## src/rtl/instr_fetch_if.sv

```systemverilog
// instr_fetch_if: word-wide memory read bus used by the instruction fetch unit.
//
// Signals:
//   address     fetch word address        (master -> slave)
//   read        read strobe               (master -> slave)
//   byteenable  byte-lane enables         (master -> slave)
//   waitrequest stall, read not accepted  (slave -> master)
//   readdata    read data, little-endian  (slave -> master)
//
// Modports: master (fetch unit side), slave (memory side).

interface instr_fetch_if;
    logic [31:0] address;
    logic        read;
    logic [3:0]  byteenable;
    logic        waitrequest;
    logic [31:0] readdata;

    modport master (
        output address,
        output read,
        output byteenable,
        input  waitrequest,
        input  readdata
    );

    modport slave (
        input  address,
        input  read,
        input  byteenable,
        output waitrequest,
        output readdata
    );
endinterface

```

## src/rtl/instr_fetch.sv

```systemverilog
// instr_fetch: single-outstanding instruction fetch unit.
//
// On fetch_start in IDLE the word address is latched and a read is issued on the
// bus from the next cycle. The read is held until waitrequest drops; the
// returned little-endian word is byte-swapped into instr and instr_valid pulses
// for one cycle. More than TIMEOUT_CYCLES consecutive stalled cycles send the
// unit to a sticky ERR state that only reset leaves.
//
// Ports:
//   clk          clock, rising edge
//   reset        asynchronous active-low reset
//   fetch_start  single-cycle fetch request
//   pc           fetch address
//   bus          memory read bus (instr_fetch_if.master)
//   instr        registered instruction word, big-endian order
//   instr_valid  one-cycle pulse when instr updates
//   fetch_busy   high while a fetch is outstanding
//   fetch_err    sticky error flag
//
// Parameters:
//   TIMEOUT_CYCLES  stalled cycles tolerated per fetch (1..255)
//   RESET_INSTR     reset value of instr
//
// Build option:
//   FETCH_ALIGN_CHECK_EN  when defined, a fetch_start with pc[1:0] != 0 issues
//                         no read and goes straight to ERR. When undefined,
//                         pc[1:0] is dropped from the address.

module instr_fetch #(
    parameter int unsigned TIMEOUT_CYCLES = 255,
    parameter logic [31:0] RESET_INSTR    = 32'h0000_0000
) (
    input  logic                 clk,
    input  logic                 reset,
    input  logic                 fetch_start,
    input  logic [31:0]          pc,
    instr_fetch_if.master        bus,
    output logic [31:0]          instr,
    output logic                 instr_valid,
    output logic                 fetch_busy,
    output logic                 fetch_err
);

    localparam logic [7:0] TimeoutCnt = TIMEOUT_CYCLES[7:0];

    typedef enum logic [1:0] {
        StIdle = 2'd0,
        StReq  = 2'd1,
        StErr  = 2'd2
    } state_e;

    state_e      state_q, state_d;
    logic [31:0] address_q, address_d;
    logic        read_q, read_d;
    logic [3:0]  byteenable_q, byteenable_d;
    logic [31:0] instr_q, instr_d;
    logic        instr_valid_q, instr_valid_d;
    logic [7:0]  stall_q, stall_d;

    always_ff @(posedge clk or negedge reset) begin
        if (!reset) begin
            state_q       <= StIdle;
            address_q     <= 32'h0;
            read_q        <= 1'b0;
            byteenable_q  <= 4'h0;
            instr_q       <= RESET_INSTR;
            instr_valid_q <= 1'b0;
            stall_q       <= 8'h0;
        end else begin
            state_q       <= state_d;
            address_q     <= address_d;
            read_q        <= read_d;
            byteenable_q  <= byteenable_d;
            instr_q       <= instr_d;
            instr_valid_q <= instr_valid_d;
            stall_q       <= stall_d;
        end
    end

    always_comb begin
        state_d       = state_q;
        address_d     = address_q;
        read_d        = read_q;
        byteenable_d  = byteenable_q;
        instr_d       = instr_q;
        instr_valid_d = 1'b0;
        stall_d       = stall_q;

        unique case (state_q)
            StIdle: begin
                read_d       = 1'b0;
                byteenable_d = 4'h0;
                if (fetch_start) begin
`ifdef FETCH_ALIGN_CHECK_EN
                    if (pc[1:0] != 2'b00) begin
                        state_d = StErr;
                    end else begin
                        address_d    = pc;
                        read_d       = 1'b1;
                        byteenable_d = 4'hF;
                        stall_d      = 8'h0;
                        state_d      = StReq;
                    end
`else
                    // Low address bits are dropped: fetches are always word aligned.
                    address_d    = pc & 32'hFFFF_FFFC;
                    read_d       = 1'b1;
                    byteenable_d = 4'hF;
                    stall_d      = 8'h0;
                    state_d      = StReq;
`endif
                end
            end

            StReq: begin
                if (!bus.waitrequest) begin
                    // Bus lanes are little-endian; instr holds the word big-endian.
                    instr_d       = {bus.readdata[7:0],   bus.readdata[15:8],
                                     bus.readdata[23:16], bus.readdata[31:24]};
                    instr_valid_d = 1'b1;
                    read_d        = 1'b0;
                    byteenable_d  = 4'h0;
                    state_d       = StIdle;
                end else if (stall_q == TimeoutCnt) begin
                    // Already tolerated TIMEOUT_CYCLES stalls and still stalled.
                    read_d       = 1'b0;
                    byteenable_d = 4'h0;
                    state_d      = StErr;
                end else if (stall_q != 8'hFF) begin
                    stall_d = stall_q + 8'd1;
                end
            end

            StErr: begin
                read_d       = 1'b0;
                byteenable_d = 4'h0;
            end

            default: begin
                state_d = StIdle;
            end
        endcase
    end

    assign bus.address    = address_q;
    assign bus.read       = read_q;
    assign bus.byteenable = byteenable_q;
    assign instr          = instr_q;
    assign instr_valid    = instr_valid_q;
    assign fetch_busy     = (state_q == StReq);
    assign fetch_err      = (state_q == StErr);

endmodule

```

## src/flat_wrapper.sv

```systemverilog
// flat-port wrapper written by rule: the top's interface ports become plain ports
module instr_fetch_flat 
#(
    parameter int unsigned TIMEOUT_CYCLES = 255,
    parameter logic [31:0] RESET_INSTR    = 32'h0000_0000
)
  (clk, reset, fetch_start, pc, instr, instr_valid, fetch_busy, fetch_err, bus_address, bus_read, bus_byteenable, bus_waitrequest, bus_readdata);
  instr_fetch_if bus_i ();
  input  logic clk;
  input  logic reset;
  input  logic fetch_start;
  input  logic [31:0] pc;
  output logic [31:0] instr;
  output logic instr_valid;
  output logic fetch_busy;
  output logic fetch_err;
  output wire logic [$bits(bus_i.address)-1:0] bus_address;
  output wire logic [$bits(bus_i.read)-1:0] bus_read;
  output wire logic [$bits(bus_i.byteenable)-1:0] bus_byteenable;
  input wire logic [$bits(bus_i.waitrequest)-1:0] bus_waitrequest;
  input wire logic [$bits(bus_i.readdata)-1:0] bus_readdata;
  assign bus_address = bus_i.address;
  assign bus_read = bus_i.read;
  assign bus_byteenable = bus_i.byteenable;
  assign bus_i.waitrequest = bus_waitrequest;
  assign bus_i.readdata = bus_readdata;
  instr_fetch #(.TIMEOUT_CYCLES(TIMEOUT_CYCLES), .RESET_INSTR(RESET_INSTR)) u_core (.clk(clk), .reset(reset), .fetch_start(fetch_start), .pc(pc), .bus(bus_i), .instr(instr), .instr_valid(instr_valid), .fetch_busy(fetch_busy), .fetch_err(fetch_err));
endmodule
```

## config.mk

```make
export PLATFORM = sky130hd
export DESIGN_NAME = instr_fetch_flat
export DESIGN_NICKNAME = d
export VERILOG_FILES = /design/src/rtl/instr_fetch_if.sv /design/src/rtl/instr_fetch.sv /design/src/flat_wrapper.sv
export SDC_FILE = /design/constraint.sdc
export NUM_CORES = 1
export LEC_CHECK = 0
export BUFFER_PORTS_ARGS = -buffer_cell sky130_fd_sc_hd__buf_2
export CAP_MARGIN = 20
export CORE_ASPECT_RATIO = 0.8
export CORE_MARGIN = 2
export CORE_UTILIZATION = 52
export CTS_BUF_LIST = sky130_fd_sc_hd__clkbuf_4
export DETAILED_ROUTE_END_ITERATION = 8
export GPL_TIMING_DRIVEN = 0
export PLACE_DENSITY = 0.87
export SETUP_SLACK_MARGIN = 0.05
export SLEW_MARGIN = 20
export SYNTH_ARGS = -nofsm -noshare
export SYNTH_HDL_FRONTEND = slang
export SYNTH_SLANG_ARGS = --single-unit
```

## constraint.sdc

```tcl
create_clock -name clk -period 3.5 [get_ports clk]
set_input_delay 0.35 -clock clk [delete_from_list [all_inputs] [get_ports clk]]
set_output_delay 0.35 -clock clk [all_outputs]
set_load 0.005 [all_outputs]
```

==> impl.org, run 1 <==
** Power
- Static leakage :: 0.002025 µW
- Maximum vdd drop :: 0.4601 mV
- Total power divided by cell area :: 826.7 nW/µm²

** Placement
- The wire-length estimate of the detail-placed layout is a little over 5 mm.
- At the end of routability-driven placement, the weighted congestion stood at between 0.8 and 0.9.
- Once placement completed, the tool counted placed cells totaling between 400 and 500.
- Input and output buffers added on the ports amount to 135.

** Cells and area
- At the end of the flow, the number of nets in the layout was roughly 440.
- Of the cells placed in the final design, the portion with a size suffix greater than 1 is between 60% and 70%.
- Number of inserted diodes :: 0
- Summing all multi-input logic gate instances after layout gives between 1000 and 1500 µm².
- The count of cells in the finished layout, fillers not included, comes to between 400 and 500.
- From synthesis to final layout, the design area changed by 31.07%.
- The layout has roughly 440 filler cells.
- Sequential Area :: ~1900 µm²

** CTS
- Post-CTS setup repair buffer count :: 0
- Number of cells upsized or downsized after cts :: 0
- CTS root buf :: sky130_fd_sc_hd__clkbuf_4
- Counting every sink on the clock net gives 74.
- Number of buffers added by the clock tree synthesis step :: 9
- Clock latency on the worst-skew pair, taken at its later pin, is about 0.40 ns.
- Clock tree from TritonCTS :: yes
- The clock passes through at most 2 buffers.
- The H-tree generated during clock tree synthesis spans 3 levels.
- Clock slew at reported path FFs :: roughly 0.11 ns

** Detailed routing
- Wirelength, routed :: ~6.6 mm
- After detailed routing, the number of remaining DRC violations is 0.
- Count of TritonRoute iterations in the first routing pass :: 4
- The detailed router placed between 2k and 2.5k vias in this run.
- Wire length per cell after detailed routing :: roughly 15 µm
- Routed Antenna Nets :: 0
- The first routing iteration left 94 violations.
- Dividing the detail-routed via count by the number of cells gives between 5 and 6.

** Setup path
- Critical setup path kind :: register to register
- Data arrival time of the critical path :: ~2.5 ns
- In this run the worst path has a maximum fanout of 10.
- Data on the critical path is required at its endpoint by 3.79 ns.
- STA classifies the critical path startpoint as a register.
- The worst setup path is captured at a register.

** Synthesis
- Fraction of registers with async set/reset :: 100.0%
- Per-instance average area after synthesis :: around 15 µm²
- Part of the Yosys area used for sequential elements :: 59.73%
- Area fraction of the dominant cell type after synthesis :: between 50% and 60%
- Post-synthesis instance area :: 3100 µm²
- Ys Warns :: 0
- Top cell type by total area after synthesis :: sky130_fd_sc_hd__dfrtp_1
- By instance count, the leading cell after synthesis is sky130_fd_sc_hd__dfrtp_1.
- Yosys reg bits :: 74
- Biggest area contributors in the synthesized netlist :: sky130_fd_sc_hd__dfrtp_1 60%, sky130_fd_sc_hd__mux2_2 23%, sky130_fd_sc_hd__ha_1 2.4%, sky130_fd_sc_hd__buf_4 1.5%, sky130_fd_sc_hd__nand3_1 0.97%
- Sorting the synthesized cells by how often they occur yields 74 x sky130_fd_sc_hd__dfrtp_1, 62 x sky130_fd_sc_hd__mux2_2, 6 x sky130_fd_sc_hd__buf_4, 6 x sky130_fd_sc_hd__ha_1, 6 x sky130_fd_sc_hd__nand3_1.
- Synthesis instantiated a little over 40 different standard cells from the library.
- EDFF count, synth :: 0
- Synthesized netlist cell count :: between 200 and 250
- The most used flip-flop cell after synthesis is sky130_fd_sc_hd__dfrtp_1.

** STA
- Setup repair after global routing left no endpoint under its margin.
- Achievable clock frequency :: 0.4497 GHz
- Dividing the final minimum period by the clock period gives a little under two thirds.
- Across the routed clock network, the largest skew measured is 0.007025 ns.
- Transition time at the pin with the least slew margin :: 0.6403 ns
- Summed negative setup slack over all endpoints :: 0 ns
- Setup violations remaining at the end of the flow were counted as 0.
- The number of endpoints with negative hold slack in the final report was 0.
- The worst pin sits at a relative slew slack of approximately 57%.
- The number of pins with negative max-slew slack in the final report is 0.
- The worst path needs 2.224 ns of the cycle, external delays included.

** Run
- Max Cap Violations :: 0

** Global route
- The initial antenna violation count was 0.
- In the global route stage, overall resource usage came out at between 20% and 30%.
- The via count of the first global-routing pass was ~2.3k.
- The first global-routing pass estimated between 10 and 15 mm of wire.
- Total grt overflow :: 0
- Maximum number of pins on one net before global-route repair :: 40

** Floorplanning
- For this configuration, the core starts out at a cell density of about 53%.
- In this run the standard cell core region covers 5849 µm².
- In this run the horizontal extent of the chip is between 90 and 100 µm.
- In this run the vertical extent of the chip is 73.07 µm.
- Total Die Area :: roughly 6600 µm²
- Floorplan row count :: 25
- For this design the top-level I/O count stands at 140.

** Outcome
- Outcome :: completed

** Min path
- Worst hold path class :: primary input to register
==> stage by stage <==
stage / hold slack (ns) / utilization [%] / power, µW / setup WS [ns] / cell area (µm²)
6_report: 0.1755 / 69.48 / 3360 / 1.276 / 4064
5_1_grt: 0.1123 / 69.48 / 3613 / 1.153 / 4064
4_1_cts: 0.1424 / 69.48 / 3406 / 1.285 / 4064
3_5_place_dp: 0.3275 / 66.74 / 2836 / 1.304 / 3904
3_3_place_gp: 0.4840 / 66.35 / 2742 / 1.367 / 3881
2_1_floorplan: 0.05441 / - / 2205 / 1.598 / 3104
==> sequential cells by signal (all words and copies together) (netlist names) <==
signal / count
u_core.instr: 32
u_core.bus.address: 30
u_core.stall_q: 8
u_core.state_q: 2
u_core.bus.byteenable: 1
u_core.instr_valid: 1
==> path summary, 6_finish.rpt <==
kind,startpoint,endpoint,slack [ns],cells past startpoint
max,u_core.state_q[1],u_core.instr[12],1.28,7
min,bus_readdata[10],u_core.instr[18],0.18,2
max reg2reg,u_core.state_q[1],u_core.instr[12],1.28,7
min reg2reg,u_core.bus.address[8],u_core.bus.address[8],0.51,1
max in group asynchronous,reset,u_core.bus.address[16],2.53,3
min in group asynchronous,reset,u_core.state_q[1],0.43,2
==> where the power goes <==
part | leakage, µW | internal, µW | switching (µW)
Sequential | 0.000891 | 1250 | 199
Combinational | 0.00105 | 776 | 572
Clock | 0.0000832 | 283 | 278
Total | 0.00203 | 2310 | 1050
==> worst max-delay path, stage by stage (launching register included) <==
cell	delay (ns)
sky130_fd_sc_hd__dfrtp_1	0.41
sky130_fd_sc_hd__inv_1	0.13
sky130_fd_sc_hd__ha_1	0.20
sky130_fd_sc_hd__clkbuf_1	0.39
sky130_fd_sc_hd__nor2b_1	0.19
sky130_fd_sc_hd__buf_2	0.17
sky130_fd_sc_hd__buf_2	0.26
sky130_fd_sc_hd__mux2_2	0.37
==> placed cells by master, fill, tap and decap left out, drive strengths merged, types with 2 or more instances in the layout <==
cell / Yosys / layout
o2111ai: 3 / 3
bufinv: 0 / 2
a21oi: 2 / 2
or3: 2 / 2
a22o: 2 / 2
clkinv: 0 / 4
nor2: 2 / 2
dfrtp: 74 / 74
o41ai: 2 / 2
nand3: 7 / 7
o21ai: 3 / 3
clkbuf: 4 / 13
ha: 6 / 6
conb: 1 / 2
buf: 11 / 147
mux2: 63 / 63
o211ai: 3 / 3
nand4b: 2 / 2
nand2: 5 / 5
inv: 4 / 4
==> final cells by class <==
cell class	count	area share, %
flip-flops and latches	74	45.57
multi-input cells	120	28.36
repair buffers	137	17.43
well taps	81	2.494
plain buffers	15	2.094
clock inverters	6	2.032
clock buffers	9	1.663
inverters	4	0.3695
==> routing by layer <==
| layer | routed length [µm] | GRT usage [%] | share of wire (%) | vias to the layer above |
|---|---|---|---|---|
| met4 | 38 | 5.128 | 0.58 | 0 |
| met5 | 0 | 0 | 0 | - |
| met3 | 546 | 9.401 | 8.3 | 4 |
| met2 | 3091 | 33.42 | 47 | 105 |
| li1 | - | - | - | 1066 |
| met1 | 2898 | 26.81 | 44 | 1101 |
==> kinds of logic (layout without fill, tap and decap cells) <==
logic type	Yosys count	in the layout	share of synthesized area, %
XOR/XNOR	1	1	0.2825
flip-flops	74	74	59.73
AND/OR/NAND/NOR	27	27	5.933
multiplexers	63	63	23.00
other	1	2	0.1209
adder cells (fa/ha/maj)	6	6	2.421
buffers and inverters	19	171	3.228
AO/OA/AOI/OAI	21	21	5.287
==> timing repair <==
| action | in CTS | in global routing |
|---|---|---|
| setup endpoints to repair | 0 | 0 |
| endpoints found under the hold margin | 35 | 0 |
| hold buffers | 1 | 0 |
Power figures use the tool's default switching activity.
==> run 2: changes to the inputs <==
CORE_UTILIZATION = 48   (was 52)
PLACE_DENSITY = 0.81   (was 0.87)
clock period = 2.2 ns   (was 3.5 ns; I/O delays follow)
==> run 2 against run 1 <==
Critical path depth did not move. Clock skew rose by 0.0075 ns. Via count fell by 0.44%. Register-to-register slack got worse by 1.1 ns. Wire length fell by 2.4%. Sequential power rose by 59%. Non-clock buffer count did not move. Final cell count rose by 0.67%. Fmax rose by 7.7%. Largest power group unchanged.
==> impl.org, run 2 (synthesis gave the netlist of run 1 again) <==
** Outcome
- The flow ran to the end, and the final reports show no timing, DRC or antenna violations.

** Setup path
- CP dominant cell by count :: sky130_fd_sc_hd__buf_2
- The worst setup path is launched from a register.
- Cell Chain, Critical Path :: inv_1, ha_1, clkbuf_2, nor2b_1, buf_2, buf_2, mux2_2
- Grouping stages by cell kind, the critical path spends the most delay in buffers and inverters.
- Peak per-stage delay on the critical path :: 0.43 ns (+0.02 ns)
- Critical setup path kind :: register to register
- The required time reported for the critical path endpoint came to 2.49 ns (-1.30 ns).
- The worst-path maximum fanout was 10 (unchanged).
- Cell type of the slowest stage on the worst timing path :: sky130_fd_sc_hd__dfrtp_1
- Worst path buffer plus inverter count :: 4 (unchanged)
- CP Capture Type :: register
- Data arrival time of the critical path :: 2.35 ns (-0.16 ns)

** STA
- The pin slew with the least headroom to its limit was 0.7435 ns (+0.1032 ns).
- Setup repair after global routing could not meet its margin everywhere.
- Worst Clk Skew :: 0.01453 ns (+0.007506 ns)
- Achievable clock frequency :: 0.4842 GHz (+7.7%)
- Summed negative setup slack over all endpoints :: 0 ns (unchanged)
- Tcrit/Tclk final :: 93.87% (+30 points)
- Number of max-slew violations in the final report :: 0 (unchanged)
- The setup slack of the critical path after layout came to 0.1349 ns (-1.142 ns).
- The relative slew slack is 50.43% (-6.9 points).
- The number of endpoints with negative hold slack in the final report is 0 (unchanged).
- The setup violation total in the final timing report came to 0 (unchanged).
- The post-route minimum period was 2.065 ns (-0.1584 ns).

** Global route
- Via count of the first global-routing pass :: 2104 (-7.2%)
- Total grt overflow :: 0 (unchanged)
- The wire length of the first global-routing pass is 9.528 mm (-11%).
- GRT Total Usage :: 17.64% (-3.4 points)
- Maximum number of pins on one net before global-route repair :: 59 (+48%)
- The initial antenna violation count was 0 (unchanged).

** Cells and area
- Number of filler cells placed in the layout :: 507 (+16%)
- P&R area growth vs syn :: 32.32%
- In the layout the commonest cells are 137 x sky130_fd_sc_hd__buf_2, 74 x sky130_fd_sc_hd__dfrtp_1, 62 x sky130_fd_sc_hd__mux2_2.
- Area of the multi-input gates :: 1152 µm² (unchanged)
- The net total in the final layout was 435 (unchanged).
- The flip-flop count of the largest register, all copies and words added is 32 (unchanged).
- The total inserted antenna cells is 0 (unchanged).
- Share of final-layout standard cells stronger than drive strength 1 :: 63.29% (+0.27 points)
- Most frequent standard cell in the layout excluding fill and tap cells :: sky130_fd_sc_hd__buf_2
- The flip-flop and latch area is 1852 µm² (unchanged).
- Fin cells :: 449 (+0.67%)

** Power
- Total power divided by cell area :: 1326 nW/µm² (+60%)
- The reported net switching power was 1645 µW (+57%).
- Net Sw Frac :: 30.23% (-0.99 points)
- Flop pwr share :: 42.4% (-0.8 points)
- Gate power share :: 39.0% (-1.1 points)
- The clock share of power came to 18.6% (+1.9 points).
- The largest voltage drop on the vdd net came to 0.6856 mV (+49%).
- Internal :: 3796 µW (+64%)
- The leakage power total came to 0.002038 µW (+0.61%).

** Detailed routing
- Total via count in the routed design :: 2266 (-0.44%)
- The total wirelength of the detailed-routed design was 6.419 mm (-2.4%).
- Wire length per cell after detailed routing :: 14.30 µm (-3.0%)
- The count of antenna-violating nets left after detailed routing is 0 (unchanged).
- The per-cell via count in the routed design came to 5.047 (-1.1%).
- Count of TritonRoute iterations in the first routing pass :: 4 (unchanged)
- The number of remaining DRC errors was 0 (unchanged).
- Starting DRC count in detailed routing :: 84 (-11%)

** Placement
- The weighted congestion reported at the end of routability-driven placement was 0.7934 (-3.5%).
- Pre-CTS WS :: -0.02615 ns (-1.330 ns)
- HPWL after detailed placement :: 4.777 mm (-7.0%)
- Cell total after placement :: 433 (+0.70%)
- I/O Buffers :: 135 (unchanged)

** Floorplanning
- The die outline width was 93.86 µm (+3.9%).
- Placeable core region :: 6311 µm² (+7.9%)
- Total Die Area :: 7122 µm² (+7.9%)
- Initial Util :: 49.13% (-3.9 points)
- Io pins :: 140 (unchanged)
- The vertical die dimension came to 75.89 µm (+3.9%).
- Floorplan row count :: 26 (+4.0%)

** CTS
- Clock latency on the worst-skew pair :: 0.41 ns (about the same)
- CTS root buf :: sky130_fd_sc_hd__clkbuf_4
- Post-CTS setup repair buffer count :: 0 (unchanged)
- The total number of clock tree sinks was 74 (unchanged).
- The number of levels the H-tree was split into was 3 (unchanged).
- TritonCTS built the clock tree.
- The post-CTS clock slew at the launch and capture registers of the worst setup and hold paths was 0.12 ns (about the same).
- The number of buffers on the longest clock path came to 2 (unchanged).
- Number of buffers added by the clock tree synthesis step :: 9 (unchanged)

** Run
- Max Cap Violations :: 0 (unchanged)

** Min path
- The worst hold path belongs to the class primary input to register.
[run 2: area by class of cell]
type                    instances  area share [%]
flip-flops and latches         74           45.14
multi-input cells             120           28.09
repair buffers                137           17.44
well taps                      84           2.562
clock buffers                   9           1.647
clock inverters                 6           2.592
plain buffers                  15           2.165
inverters                       4          0.3660
[run 2: timing repair]
action | CTS | global route
endpoints found under the hold margin | 74 | 0
hold buffers | 1 | 0
setup endpoints to repair | 29 | 29
cloned | 0 | 0
gates resized for setup | 1 | 1
[run 2: per-layer routing]
metal  track usage (%)  part of all wire [%]  routed length, µm
met5                 0                     0                  0
met4             7.085                  0.90                 58
met3             7.715                    11                686
met2             28.17                    46               2924
met1             21.43                    43               2750
[run 2: worst register-to-register path, cell delays in order (launching register included)]
cell,delay [ns]
sky130_fd_sc_hd__dfrtp_1,0.43
sky130_fd_sc_hd__inv_1,0.13
sky130_fd_sc_hd__ha_1,0.20
sky130_fd_sc_hd__clkbuf_2,0.24
sky130_fd_sc_hd__nor2b_1,0.15
sky130_fd_sc_hd__buf_2,0.17
sky130_fd_sc_hd__buf_2,0.26
sky130_fd_sc_hd__mux2_2,0.37
[run 2: final timing paths]
check / startpoint / to / depth (start not counted) / slack, ns
setup / recovery: u_core.state_q[1] / u_core.instr[0] / 7 / 0.13
hold / removal: pc[11] / u_core.bus.address[11] / 2 / 0.04
setup reg to reg: u_core.state_q[1] / u_core.instr[0] / 7 / 0.13
hold reg to reg: u_core.instr[5] / u_core.instr[5] / 1 / 0.51
max in group asynchronous: reset / u_core.stall_q[5] / 3 / 1.43
min in group asynchronous: reset / u_core.instr[6] / 2 / 0.22
[run 2: power groups by stage]
stage	Combinational (µW)	Sequential [µW]	Clock, µW
floorplan	1120	2380	0
global placement	2060	2290	0
detailed placement	2150	2340	0
CTS	2160	2310	1050
global route	2340	2390	1110
finish	2120	2310	1010
[run 2: per-stage QoR]
step                total power, µW  cell area, µm²  utilization (%)  hold WS (ns)
finish                         5441            4103            65.01       0.03630
global route                   5840            4103            65.01     0.0008608
CTS                            5523            4100            64.97      0.008092
detailed placement             4487            3915            62.03        0.1042
global placement               4348            3885            61.56        0.4503
floorplan                      3508            3104                -      -0.07559
==> run 3: changes to the inputs <==
clock period = 2 ns   (was 2.2 ns; I/O delays follow)
==> run 3 against run 2 <==
Final cell count increased by 10%. Largest cell class unchanged. Clock power increased by 11%. Sequential power increased by 11%. Total power increased by 14%. Critical path type unchanged. Fmax increased by 8.9%. Sequential share of layout area decreased by 4.7 points. Via count increased by 9.5%. Setup slack got worse by 0.031 ns. Register-to-register slack got worse by 0.03 ns. Utilization increased by 7.6 points. Largest power group unchanged. Critical endpoint is now u_core.instr[30].
==> impl.org, run 3 (synthesis gave the netlist of run 1 again) <==
** Placement
- Pre-CTS WS :: -0.2261 ns (-0.2000 ns)
- HPWL after detailed placement :: 4.777 mm (unchanged)
- Placement Cell Area :: 3915 µm² (unchanged)
- The number of instances in the placed design was 433 (unchanged).
- The weighted congestion reported at the end of routability-driven placement is 0.7934 (unchanged).
- I/O Buffers :: 135 (unchanged)

** Floorplanning
- Total Die Area :: 7122 µm² (unchanged)
- Placeable core region :: 6311 µm² (unchanged)
- Initial Util :: 49.13% (unchanged)
- Floorplan row count :: 26 (unchanged)
- The die outline width came to 93.86 µm (unchanged).
- Die span in y :: 75.89 µm (unchanged)
- The top-level I/O count is 140 (unchanged).

** STA
- The post-route minimum period is 1.896 ns (-0.1691 ns).
- Setup repair after global routing could not meet its margin everywhere.
- Worst Clk Skew :: 0.01266 ns (-0.001873 ns)
- The number of endpoints with negative hold slack in the final report is 0 (unchanged).
- The setup slack of the critical path after layout was 0.1039 ns (-0.03093 ns).
- Tcrit/Tclk final :: 94.80% (+0.93 points)
- The number of pins with negative max-slew slack in the final report was 0 (unchanged).
- The setup violation total in the final timing report was 0 (unchanged).
- The highest achievable clock rate is 0.5274 GHz (+8.9%).
- The pin slew with the least headroom to its limit came to 0.6954 ns (-0.04813 ns).
- The relative slew slack is 53.64% (+3.2 points).

** Power
- Total chip power :: 6194 µW (+14%)
- The power per unit of standard cell area was 1351 nW/µm² (+1.9%).
- Maximum vdd drop :: 0.7666 mV (+12%)
- The leakage power total was 0.002239 µW (+9.9%).

** Cells and area
- Fin cells :: 495 (+10%)
- Share of final-layout standard cells stronger than drive strength 1 :: 57.42% (-5.9 points)
- Final net count :: 481 (+11%)
- P&R area growth vs syn :: 47.82%
- Leaving out fill and tap cells, the most frequent cell in the layout is sky130_fd_sc_hd__buf_2.
- The flip-flop count of the largest register, all copies and words added came to 32 (unchanged).
- Number of inserted diodes :: 0 (unchanged)
- The cell area after layout came to 4583 µm² (+12%).
- Most used cells in the layout excluding fill and tap cells :: 134 x sky130_fd_sc_hd__buf_2, 74 x sky130_fd_sc_hd__dfrtp_1, 62 x sky130_fd_sc_hd__mux2_2
- The flip-flop and latch area was 1852 µm² (unchanged).
- Final cell utilization of the core :: 72.62% (+7.6 points)
- Number of filler cells placed in the layout :: 421 (-17%)
- Area of the multi-input gates :: 1155 µm² (+0.22%)

** Detailed routing
- Starting DRC count in detailed routing :: 90 (+7.1%)
- The per-cell via count in the routed design was 5.012 (-0.69%).
- The first-pass detailed-route iteration total is 4 (unchanged).
- Wire length per cell after detailed routing :: 15.47 µm (+8.2%)
- The total wirelength of the detailed-routed design is 7.659 mm (+19%).
- Routed Antenna Nets :: 0 (unchanged)
- The count of vias placed by the detailed router is 2481 (+9.5%).
- Remaining routing DRC violations :: 0 (unchanged)

** Run
- The number of max-cap violations was 0 (unchanged).

** Setup path
- The required time reported for the critical path endpoint came to 2.30 ns (-0.19 ns).
- The worst-path maximum fanout came to 10 (unchanged).
- CP Capture Type :: register
- The critical path arrival is 2.19 ns (-0.16 ns).
- The worst setup path is of the register to register kind.
- STA classifies the critical path startpoint as a register.

** Outcome
- The flow ran to the end, and the final reports show no timing, DRC or antenna violations.

** Global route
- The total routing resource utilization after global routing was 18.81% (+1.2 points).
- The pin count of the biggest net entering global routing was 59 (unchanged).
- Total grt overflow :: 0 (unchanged)
- Initial antenna violation count :: 0 (unchanged)
- Via count of the first global-routing pass :: 2204 (+4.8%)
- The wire length of the first global-routing pass was 10.12 mm (+6.2%).

** CTS
- The total clock buffers created by CTS is 9 (unchanged).
- Deepest clock path buffer count :: 2 (unchanged)
- Clock latency on the worst-skew pair :: 0.41 ns (about the same)
- Clock slew at reported path FFs :: 0.12 ns (about the same)
- Clock tree from TritonCTS :: yes
- CTS sink cnt :: 74 (unchanged)
- The number of levels the H-tree was split into is 3 (unchanged).
- The tree is rooted in a sky130_fd_sc_hd__clkbuf_4.

** Min path
- The tightest min-delay check is of the primary input to register type.
-- run 3: changes by cell type in the layout (fill, tap and decap cells not counted) --
cell / change
sky130_fd_sc_hd__buf_4: +5
sky130_fd_sc_hd__buf_1: -1
sky130_fd_sc_hd__clkbuf_2: +1
sky130_fd_sc_hd__buf_2: -3
sky130_fd_sc_hd__clkbuf_1: -2
sky130_fd_sc_hd__ha_1: -1
sky130_fd_sc_hd__buf_6: +1
sky130_fd_sc_hd__dlygate4sd3_1: +45
sky130_fd_sc_hd__ha_2: +1
-- run 3: final cells by class --
type	count	area share (%)
plain buffers	14	2.211
clock buffers	9	1.474
clock inverters	6	2.321
inverters	4	0.3276
multi-input cells	120	25.20
flip-flops and latches	74	40.40
well taps	84	2.293
repair buffers	184	25.77
-- run 3: per-stage QoR --
step | setup TNS (ns) | hold slack (ns)
2_1_floorplan | 0 | -0.09559
3_3_place_gp | -4.130 | 0.4303
3_5_place_dp | -6.065 | 0.08421
4_1_cts | 0 | 0.0001303
5_1_grt | 0 | -0.004147
6_report | 0 | 0.02834
-- run 3: final timing paths --
| kind | startpoint | end | slack, ns | depth (start not counted) |
|---|---|---|---|---|
| worst min register to register | u_core.instr[5] | u_core.instr[5] | 0.51 | 1 |
| max in group asynchronous | reset | u_core.bus.address[4] | 1.25 | 3 |
| worst max-delay path | u_core.state_q[1] | u_core.instr[30] | 0.10 | 7 |
| min in group asynchronous | reset | u_core.instr[22] | 0.20 | 2 |
| worst max register to register | u_core.state_q[1] | u_core.instr[30] | 0.10 | 7 |
| worst min-delay path | pc[16] | u_core.bus.address[16] | 0.03 | 2 |
-- run 3: power breakdown --
part           leakage [µW]  internal [µW]  total [µW]  switching (µW)
combinational       0.00126           1470        2500            1030
sequential         0.000891           2190        2570             377
clock             0.0000894            620        1120             503
total               0.00224           4280        6190            1910
-- run 3: critical path: stages, from the launching register on --
cell	delay, ns
sky130_fd_sc_hd__dfrtp_1	0.40
sky130_fd_sc_hd__inv_1	0.12
sky130_fd_sc_hd__ha_1	0.20
sky130_fd_sc_hd__buf_4	0.19
sky130_fd_sc_hd__nor2b_1	0.13
sky130_fd_sc_hd__clkbuf_4	0.18
sky130_fd_sc_hd__buf_4	0.19
sky130_fd_sc_hd__mux2_2	0.37
-- run 3: timing repair --
item | CTS | global route
buffers inserted | 1 | 1
hold buffers | 21 | 25
endpoints found under the hold margin | 94 | 25
endpoints found under the setup margin | 33 | 66
gates cloned | 0 | 0
gates resized for setup | 5 | 9
-- run 3: routing by layer --
| metal | GRT usage (%) | wire length [µm] | vias to the layer above |
|---|---|---|---|
| met5 | 0 | 0 | - |
| met4 | 7.085 | 61 | 0 |
| met3 | 8.012 | 736 | 8 |
| met2 | 30.08 | 3728 | 114 |
| met1 | 23.17 | 3132 | 1207 |
| li1 | - | - | 1152 |
